<file path="src/rtl/data_mem_arbiter_if.sv">
// Bus bundle between the two requesters, the word arbiter and the DataMemory.
// slave  : seen from the arbiter (requests in, acks/strobes out).
// master : seen from everything around the arbiter (requesters and memory).
interface data_mem_arbiter_if #(
  parameter int ADDR_W = 8,
  parameter int DATA_W = 32
);
  // requester port 0 (CPU load/store)
  logic              req0;
  logic              we0;
  logic [ADDR_W-1:0] addr0;
  logic [DATA_W-1:0] wdata0;
  logic              ack0;
  logic [DATA_W-1:0] rdata0;
  logic              err0;
  // requester port 1 (debug/DMA loader)
  logic              req1;
  logic              we1;
  logic [ADDR_W-1:0] addr1;
  logic [DATA_W-1:0] wdata1;
  logic              ack1;
  logic [DATA_W-1:0] rdata1;
  logic              err1;
  // status
  logic              busy;
  // memory side
  logic [ADDR_W-1:0] mem_address;
  logic [DATA_W-1:0] mem_write_data;
  logic              mem_write;
  logic              mem_read;
  logic [DATA_W-1:0] mem_read_data;

  modport slave (
    input  req0, we0, addr0, wdata0,
    input  req1, we1, addr1, wdata1,
    input  mem_read_data,
    output ack0, rdata0, err0,
    output ack1, rdata1, err1,
    output busy,
    output mem_address, mem_write_data, mem_write, mem_read
  );

  modport master (
    output req0, we0, addr0, wdata0,
    output req1, we1, addr1, wdata1,
    output mem_read_data,
    input  ack0, rdata0, err0,
    input  ack1, rdata1, err1,
    input  busy,
    input  mem_address, mem_write_data, mem_write, mem_read
  );
endinterface

</file>
<file path="src/rtl/data_mem_arbiter.sv">
// Two-port round-robin arbiter/sequencer for a 256-byte big-endian word memory
// with synchronous write and registered read. One access in flight at a time:
// IDLE (grant) -> ISSUE (strobe) -> CAPT (capture) -> IDLE with a 1-cycle ack.
// Optional feature: define DATA_MEM_ALIGN_CHECK_EN to reject granted requests
// whose address is not word aligned (errN pulse instead of a memory access).
module data_mem_arbiter #(
  parameter int ADDR_W = 8,
  parameter int DATA_W = 32
) (
  input logic               clock,
  input logic               reset_n,
  data_mem_arbiter_if.slave bus
);

`ifdef DATA_MEM_ALIGN_CHECK_EN
  localparam bit ALIGN_CHECK = 1'b1;
`else
  localparam bit ALIGN_CHECK = 1'b0;
`endif

  typedef enum logic [1:0] {
    IDLE  = 2'd0,
    ISSUE = 2'd1,
    CAPT  = 2'd2
  } state_t;

  // per-port views of the requester inputs, indexed by port number
  logic [1:0]        req_in;
  logic [1:0]        we_in;
  logic [ADDR_W-1:0] addr_in  [2];
  logic [DATA_W-1:0] wdata_in [2];

  assign req_in      = {bus.req1, bus.req0};
  assign we_in       = {bus.we1, bus.we0};
  assign addr_in[0]  = bus.addr0;
  assign addr_in[1]  = bus.addr1;
  assign wdata_in[0] = bus.wdata0;
  assign wdata_in[1] = bus.wdata1;

  state_t            state_reg, state_next;
  logic              last_grant_reg, last_grant_next;
  logic              owner_reg, owner_next;
  logic              we_reg, we_next;
  logic [ADDR_W-1:0] addr_reg, addr_next;
  logic [DATA_W-1:0] wdata_reg, wdata_next;
  logic              reject_reg, reject_next;

  logic              grant;
  logic [1:0]        eligible;
  logic [1:0]        done_ack;
  logic [1:0]        done_err;
  logic              capture;
  logic              mem_write_c;
  logic              mem_read_c;

  logic              ack_reg   [2];
  logic              err_reg   [2];
  logic [DATA_W-1:0] rdata_reg [2];

  // A port still showing its ack is dropping req this cycle, so it cannot
  // be granted again until the pulse is over.
  assign eligible = req_in & ~{ack_reg[1], ack_reg[0]};

  // State and transaction latches.
  always_ff @(posedge clock) begin
    if (!reset_n) begin
      state_reg      <= IDLE;
      last_grant_reg <= 1'b1;
      owner_reg      <= 1'b0;
      we_reg         <= 1'b0;
      addr_reg       <= '0;
      wdata_reg      <= '0;
      reject_reg     <= 1'b0;
    end else begin
      state_reg      <= state_next;
      last_grant_reg <= last_grant_next;
      owner_reg      <= owner_next;
      we_reg         <= we_next;
      addr_reg       <= addr_next;
      wdata_reg      <= wdata_next;
      reject_reg     <= reject_next;
    end
  end

  // Arbitration, sequencing and memory strobes.
  always_comb begin
    state_next      = state_reg;
    last_grant_next = last_grant_reg;
    owner_next      = owner_reg;
    we_next         = we_reg;
    addr_next       = addr_reg;
    wdata_next      = wdata_reg;
    reject_next     = reject_reg;
    grant           = 1'b0;
    done_ack        = 2'b00;
    done_err        = 2'b00;
    capture         = 1'b0;
    mem_write_c     = 1'b0;
    mem_read_c      = 1'b0;

    case (state_reg)
      IDLE: begin
        if (eligible != 2'b00) begin
          // on a tie the port that did not win last time goes first
          grant           = (eligible == 2'b11) ? ~last_grant_reg : eligible[1];
          owner_next      = grant;
          we_next         = we_in[grant];
          addr_next       = addr_in[grant];
          wdata_next      = wdata_in[grant];
          last_grant_next = grant;
          reject_next     = ALIGN_CHECK && (addr_in[grant][1:0] != 2'b00);
          state_next      = ISSUE;
        end
      end
      ISSUE: begin
        // a rejected request walks the same path with strobes held low,
        // so err has exactly the same timing as ack
        mem_write_c = !reject_reg && we_reg;
        mem_read_c  = !reject_reg && !we_reg;
        state_next  = CAPT;
      end
      CAPT: begin
        if (reject_reg) begin
          done_err[owner_reg] = 1'b1;
        end else begin
          done_ack[owner_reg] = 1'b1;
          capture             = !we_reg;
        end
        state_next = IDLE;
      end
      default: begin
        state_next = IDLE;
      end
    endcase
  end

  genvar gi;
  generate
    for (gi = 0; gi < 2; gi++) begin : g_port
      // Completion/reject pulses and the read data held for each port.
      always_ff @(posedge clock) begin
        if (!reset_n) begin
          ack_reg[gi]   <= 1'b0;
          err_reg[gi]   <= 1'b0;
          rdata_reg[gi] <= '0;
        end else begin
          ack_reg[gi] <= done_ack[gi];
          err_reg[gi] <= done_err[gi];
          if (done_ack[gi] && capture) begin
            rdata_reg[gi] <= bus.mem_read_data;
          end
        end
      end
    end
  endgenerate

  assign bus.ack0           = ack_reg[0];
  assign bus.ack1           = ack_reg[1];
  assign bus.err0           = err_reg[0];
  assign bus.err1           = err_reg[1];
  assign bus.rdata0         = rdata_reg[0];
  assign bus.rdata1         = rdata_reg[1];
  assign bus.busy           = (state_reg != IDLE);
  assign bus.mem_address    = addr_reg;
  assign bus.mem_write_data = wdata_reg;
  assign bus.mem_write      = mem_write_c;
  assign bus.mem_read       = mem_read_c;

endmodule

</file>
<file path="src/flat_wrapper.sv">
// flat-port wrapper written by rule: the top's interface ports become plain ports
module data_mem_arbiter_flat 
#(
  parameter int ADDR_W = 8,
  parameter int DATA_W = 32
)
  (clock, reset_n, bus_req0, bus_we0, bus_addr0, bus_wdata0, bus_req1, bus_we1, bus_addr1, bus_wdata1, bus_mem_read_data, bus_ack0, bus_rdata0, bus_err0, bus_ack1, bus_rdata1, bus_err1, bus_busy, bus_mem_address, bus_mem_write_data, bus_mem_write, bus_mem_read);
  data_mem_arbiter_if #(.ADDR_W(ADDR_W), .DATA_W(DATA_W)) bus_i ();
  input logic clock;
  input logic reset_n;
  input wire logic [$bits(bus_i.req0)-1:0] bus_req0;
  input wire logic [$bits(bus_i.we0)-1:0] bus_we0;
  input wire logic [$bits(bus_i.addr0)-1:0] bus_addr0;
  input wire logic [$bits(bus_i.wdata0)-1:0] bus_wdata0;
  input wire logic [$bits(bus_i.req1)-1:0] bus_req1;
  input wire logic [$bits(bus_i.we1)-1:0] bus_we1;
  input wire logic [$bits(bus_i.addr1)-1:0] bus_addr1;
  input wire logic [$bits(bus_i.wdata1)-1:0] bus_wdata1;
  input wire logic [$bits(bus_i.mem_read_data)-1:0] bus_mem_read_data;
  output wire logic [$bits(bus_i.ack0)-1:0] bus_ack0;
  output wire logic [$bits(bus_i.rdata0)-1:0] bus_rdata0;
  output wire logic [$bits(bus_i.err0)-1:0] bus_err0;
  output wire logic [$bits(bus_i.ack1)-1:0] bus_ack1;
  output wire logic [$bits(bus_i.rdata1)-1:0] bus_rdata1;
  output wire logic [$bits(bus_i.err1)-1:0] bus_err1;
  output wire logic [$bits(bus_i.busy)-1:0] bus_busy;
  output wire logic [$bits(bus_i.mem_address)-1:0] bus_mem_address;
  output wire logic [$bits(bus_i.mem_write_data)-1:0] bus_mem_write_data;
  output wire logic [$bits(bus_i.mem_write)-1:0] bus_mem_write;
  output wire logic [$bits(bus_i.mem_read)-1:0] bus_mem_read;
  assign bus_i.req0 = bus_req0;
  assign bus_i.we0 = bus_we0;
  assign bus_i.addr0 = bus_addr0;
  assign bus_i.wdata0 = bus_wdata0;
  assign bus_i.req1 = bus_req1;
  assign bus_i.we1 = bus_we1;
  assign bus_i.addr1 = bus_addr1;
  assign bus_i.wdata1 = bus_wdata1;
  assign bus_i.mem_read_data = bus_mem_read_data;
  assign bus_ack0 = bus_i.ack0;
  assign bus_rdata0 = bus_i.rdata0;
  assign bus_err0 = bus_i.err0;
  assign bus_ack1 = bus_i.ack1;
  assign bus_rdata1 = bus_i.rdata1;
  assign bus_err1 = bus_i.err1;
  assign bus_busy = bus_i.busy;
  assign bus_mem_address = bus_i.mem_address;
  assign bus_mem_write_data = bus_i.mem_write_data;
  assign bus_mem_write = bus_i.mem_write;
  assign bus_mem_read = bus_i.mem_read;
  data_mem_arbiter #(.ADDR_W(ADDR_W), .DATA_W(DATA_W)) u_core (.clock(clock), .reset_n(reset_n), .bus(bus_i));
endmodule
</file>
<file path="config.mk">
export PLATFORM = sky130hd
export DESIGN_NAME = data_mem_arbiter_flat
export DESIGN_NICKNAME = d
export VERILOG_FILES = /design/src/rtl/data_mem_arbiter_if.sv /design/src/rtl/data_mem_arbiter.sv /design/src/flat_wrapper.sv
export SDC_FILE = /design/constraint.sdc
export NUM_CORES = 1
export LEC_CHECK = 0
export ABC_AREA = 1
export CORE_ASPECT_RATIO = 1.5
export CORE_MARGIN = 2
export CORE_UTILIZATION = 37
export DETAILED_ROUTE_END_ITERATION = 10
export PLACE_DENSITY = 0.81
export SETUP_SLACK_MARGIN = 0.4
export SLEW_MARGIN = 20
export SYNTH_ARGS = -nofsm -noshare
export SYNTH_HDL_FRONTEND = slang
export SYNTH_SLANG_ARGS = --single-unit
</file>
<file path="constraint.sdc">
create_clock -name clock -period 4.8 [get_ports clock]
set_clock_uncertainty 0.15 [all_clocks]
set_input_delay 1.44 -clock clock [delete_from_list [all_inputs] [get_ports clock]]
set_output_delay 1.44 -clock clock [all_outputs]
set_load 0.02 [all_outputs]
</file>
==> Word level (Yosys, flattened, before mapping) <==
Memories as Yosys holds them, arrays and structs flattened.
Index checks and enable logic that the tools add are counted.
{ "totals": {"register_bits": 45, "ram_bits": 66, "output_inout_bits": 111, "n_memories": 2} }
{ "op_classes": {"n_lt_le_gt_ge": 4, "n_eq_ne": 4, "n_mux": 29, "bitwise": 8, "n_reduce_logical": 8} }
{ "mem_list": {"columns": ["memory", "depth", "word_bits", "rd", "rd_clocked_by_memory_dff", "wr", "line_no", "rtl"], "rows": [
  ["u_core.rdata_reg", 2, 32, 2, 0, 2, "data_mem_arbiter.sv:58", "logic [DATA_W-1:0] rdata_reg [2];"],
  ["u_core.ack_reg", 2, 1, 2, 0, 2, "data_mem_arbiter.sv:56", "logic ack_reg [2];"]
]} }
{ "ops": {"columns": ["cell", "count"], "rows": [
  ["$mux 32", 5],
  ["$mux 8", 3],
  ["$mux 1", 17],
  ["$eq 2x2->1 const B", 2],
  ["$lt 1x2->1 const B", 2],
  ["$mux 2", 2],
  ["$or 1x1->1", 4],
  ["$pmux 2 s2", 1],
  ["$reduce_bool 2->1", 2],
  ["$logic_and 1x1->1", 3],
  ["$and 2x2->2", 1],
  ["$eq 2x1->1 const B", 1],
  ["$ge 2x2->1 const B", 1],
  ["$logic_not 2->1", 1],
  ["$ne 2x1->1 const B", 1],
  ["$not 1->2", 1],
  ["$not 2->2", 1],
  ["$reduce_and 2->1", 1],
  ["$demux 1 s1", 1],
  ["$ge 1x1->1 const B", 1],
  ["$logic_not 1->1", 1],
  ["$not 1->1", 1]
]} }

==> Longest topological paths before layout <==
{ "depth": {"depth_word": 10, "depth_mapped": 9, "ltp_nobuf": 7} }

==> Worst setup path before layout <==
No wires, ideal clock.
{ "synth_timing": {"kind": "input to register", "startpoint": "input reset_n", "endpoint": "memory u_core.rdata_reg[0][0] (enable)", "setup_time_ns": 0.658, "arrival_ns": 2.682, "required_ns": 3.992, "slack_ns": 1.310, "stages": 3, "path_buffers": 2, "cell_sequence": "buf_4 > buf_6 > o21ai_0"} }
{ "synth_rtl": {"columns": ["item", "line_no", "rtl"], "rows": [
  ["start, declared", "flat_wrapper.sv:10", "input logic reset_n;"],
  ["end, declared", "data_mem_arbiter.sv:58", null]
]} }

==> Final worst setup path <==
{ "layout_timing": {"startpoint": "register u_core.state_reg[0]", "endpoint": "output bus_mem_read"} }
{ "layout_between": {"elab_chain_len": 2} }
{ "layout_rtl": {"columns": ["item", "line_no", "rtl"], "rows": [
  ["start, declared", "data_mem_arbiter.sv:40", "state_t state_reg, state_next;"],
  ["start signal, assigned", "data_mem_arbiter.sv:75", "state_reg <= state_next;"],
  ["$eq 2x1->1", "data_mem_arbiter.sv:101", "case (state_reg)"],
  ["$mux 1", "data_mem_arbiter.sv:101", null],
  ["end, declared", "flat_wrapper.sv:30", "output wire logic [$bits(bus_i.mem_read)-1:0] bus_mem_read;"]
]} }
Every way passes these cells.

==> results.md <==
* Result of the run: completed
* Crit Reg-Reg Endpoint: u_core.bus.mem_address[3]
* Per-cell routed wire length at 12.6 µm
* CTS tree: built
* Root Buffer: sky130_fd_sc_hd__clkbuf_16
* Number of H-tree levels at 3
* Cell area after synthesis at 5290 µm²
* Final setup violation count at 0
* Final worst path period share at 0.700
* Starting density of the core at 0.378
* Ratio of cells with drive above 1 in the final layout at 0.0621
* Number of non-filler instances in the completed layout at 1,013
* Actual slew at the worst max-slew pin at 1090 ps
* Area of the placeable core at 14,000 µm²
* Synthesis Warnings at 0
* Height of the die at 150 µm
* Launch point of the worst reg-to-reg path: u_core.state_reg[0]
* First-pass GRT wire length at 19,700 µm
* Filler cell count in the final layout at 1,233
* Avg Vias per Cell at 4.35
* Drc violations at 0
* Number of synthesized register bits at 111
* GRT Residual Overflow at 0
* Most numerous cell in the Yosys netlist: sky130_fd_sc_hd__nor2_1
* Post-route setup TNS at 0 ps
* Synth unique cells at 27
* Leak Pwr at 3.33 nW
* Power density normalized to cell area at 317 nW/µm²
* Max IR drop VDD at 0.000216 V
* Unrepaired setup endpoints after global routing: no
* Worst Path Max Fanout at 3
* Hold buffer count at CTS at 0
* Max-cap viol count at 0
* Max frequency at 298 MHz
* Number of port buffers at 226
* Final Worst Setup Slack at 1440 ps
* Required time at the worst-slack endpoint at 3210 ps
* Syn Area/Cell at 8.66 µm²
* Total vias in the final route at 4,407
* Die area at 15,300 µm²
* Setup Slack @ Placement at 1280 ps
* Worst rel slew slack at 0.270
* Primary FF master, synth: sky130_fd_sc_hd__edfxtp_1
* Cell Rows at 53
* Largest net degree at the start of global routing at 52
* Number of cells traversed by the worst register-to-register path at 6
* Critical path destination: bus_mem_read
* Count of flip-flops with a built-in enable after synthesis at 64
* Min cycle time layout at 3360 ps
* Clock edge transition at the registers on the reported setup and hold paths at 70 ps
* Final hold violations at 0
* First DRT Iteration DRCs at 172
* Cell count after placement at 997
* Antenna cells at 0
* Design area at 7770 µm²
* Clk_lat worst skew at 340 ps
* Crit path kind: flip-flop to primary output
* Final design utilization at 0.555
* Type of the worst min-delay path: flip-flop to flip-flop
* Maximum clock path buffer count at 2
* Post-synthesis sequential area ratio at 0.541
* Flip-flop count of the largest register after layout at 64
* PostCTS Resize Cnt at 0
* Nature of the critical path endpoint: primary output
* Synthesized netlist cell count at 611
* Final Net Count at 935
* Ports placed on the boundary at 229
* Element type at the critical path start: flip-flop
* Area growth from synthesis to final layout at 46.9%
* Total track usage at 0.165
* Half-perimeter wire length after detailed placement at 9070 µm
* Count of TritonRoute iterations in the first routing pass at 4
* Number of post-CTS setup repair buffers at 0
* Placer congestion estimate at 0.815
* Clk sinks at 111
* Post-route antenna net violation count at 0
* Endpoint arrival time on the critical path at 1770 ps
* CTS Buf Count at 9
* Area contributors post-synth: sky130_fd_sc_hd__edfxtp_1, sky130_fd_sc_hd__dfxtp_1, sky130_fd_sc_hd__nor2_1
* Number of antenna violations at the first check in global routing at 0
* Number of max-slew violations in the final report at 0
* Worst R2R Setup Slack at 2770 ps
* Number of global-route vias before repair at 4,169
* Leading area contributor after synthesis: sky130_fd_sc_hd__edfxtp_1
* Cell Area, Placed at 7440 µm²
* Proportion of synthesized flip-flops having asynchronous set or reset at 0
* Post-Route WL at 12,800 µm
* Commonest cells in the netlist: sky130_fd_sc_hd__nor2_1, sky130_fd_sc_hd__nand2_1, sky130_fd_sc_hd__inv_1, sky130_fd_sc_hd__edfxtp_1, sky130_fd_sc_hd__dfxtp_1
* Area share of the leading cell type in the synthesized netlist at 0.363
* Die Wd at 102 µm
* Source of the critical timing path: u_core.state_reg[0]
-- cells by family after synthesis --
group                  count (synthesis)  synth area share
DFF                                  111             0.541
other                                  1          0.000709
and+or+nand+nor                      334             0.260
AOI/OAI and AO/OA                     44            0.0632
buffers and inverters                121             0.135
-- cells in the final DEF, fill, tap and decap left out, types with 2 or more instances in the layout --
master / n
sky130_fd_sc_hd__inv_1: 77
sky130_fd_sc_hd__clkdlybuf4s50_1: 225
sky130_fd_sc_hd__dfxtp_1: 47
sky130_fd_sc_hd__a21boi_1: 33
sky130_fd_sc_hd__conb_1: 2
sky130_fd_sc_hd__nand2_2: 4
sky130_fd_sc_hd__buf_4: 6
sky130_fd_sc_hd__nor2_2: 13
sky130_fd_sc_hd__nand3_1: 42
sky130_fd_sc_hd__nand2_1: 130
sky130_fd_sc_hd__nor2_1: 140
sky130_fd_sc_hd__inv_6: 2
sky130_fd_sc_hd__a21boi_0: 8
sky130_fd_sc_hd__inv_2: 5
sky130_fd_sc_hd__edfxtp_1: 64
sky130_fd_sc_hd__clkbuf_16: 9
-- critical path, stage by stage (launching register included) --
cell and delay (ps):
sky130_fd_sc_hd__dfxtp_1 340, sky130_fd_sc_hd__inv_1 50, sky130_fd_sc_hd__or2_2 290, sky130_fd_sc_hd__nor2_1 110, sky130_fd_sc_hd__clkdlybuf4s50_1 650
-- power breakdown --
part	internal (mW)	total (mW)	switching [mW]	leakage [nW]
logic	0.283	0.595	0.312	2.14
clock network	0.411	0.762	0.351	0.144
registers	1.08	1.11	0.0302	1.05
total	1.77	2.46	0.693	3.33
-- layer usage --
metal  global-route usage  part of all wire  up-vias
li1                     -                 -     2284
met1                0.166              0.36     1942
met2                0.313              0.54      160
met3               0.0404             0.063       21
met4               0.0743             0.032        0
met5                    0                 0        -
-- cell type report --
type | count | area [µm²] | area share
Clock buffer | 9 | 225 | 0.0290
Clock inverter | 6 | 75.1 | 0.00966
Inverter | 82 | 308 | 0.0396
Multi-Input combinational cell | 380 | 1730 | 0.222
Sequential cell | 111 | 2860 | 0.368
Tap cell | 192 | 240 | 0.0309
Timing Repair Buffer | 233 | 2330 | 0.300
-- stage by stage --
step / hold WS (ps) / total power [mW]
after floorplan: 313 / 1.48
after global placement: 326 / 1.72
after detailed placement: 333 / 1.73
after CTS: 344 / 2.49
after global routing: 366 / 2.59
final: 342 / 2.46
-- worst min path at each step --
stage                                      from               endpoint  slack, ps  depth (start not counted)
final                          u_core.owner_reg       u_core.owner_reg        340                          2
after floorplan           u_core.last_grant_reg  u_core.last_grant_reg        310                          2
after global placement    u_core.last_grant_reg  u_core.last_grant_reg        330                          2
after global routing           u_core.owner_reg       u_core.owner_reg        370                          2
after CTS                      u_core.owner_reg       u_core.owner_reg        340                          2
after detailed placement       u_core.owner_reg       u_core.owner_reg        330                          2
Power figures use the tool's default switching activity.
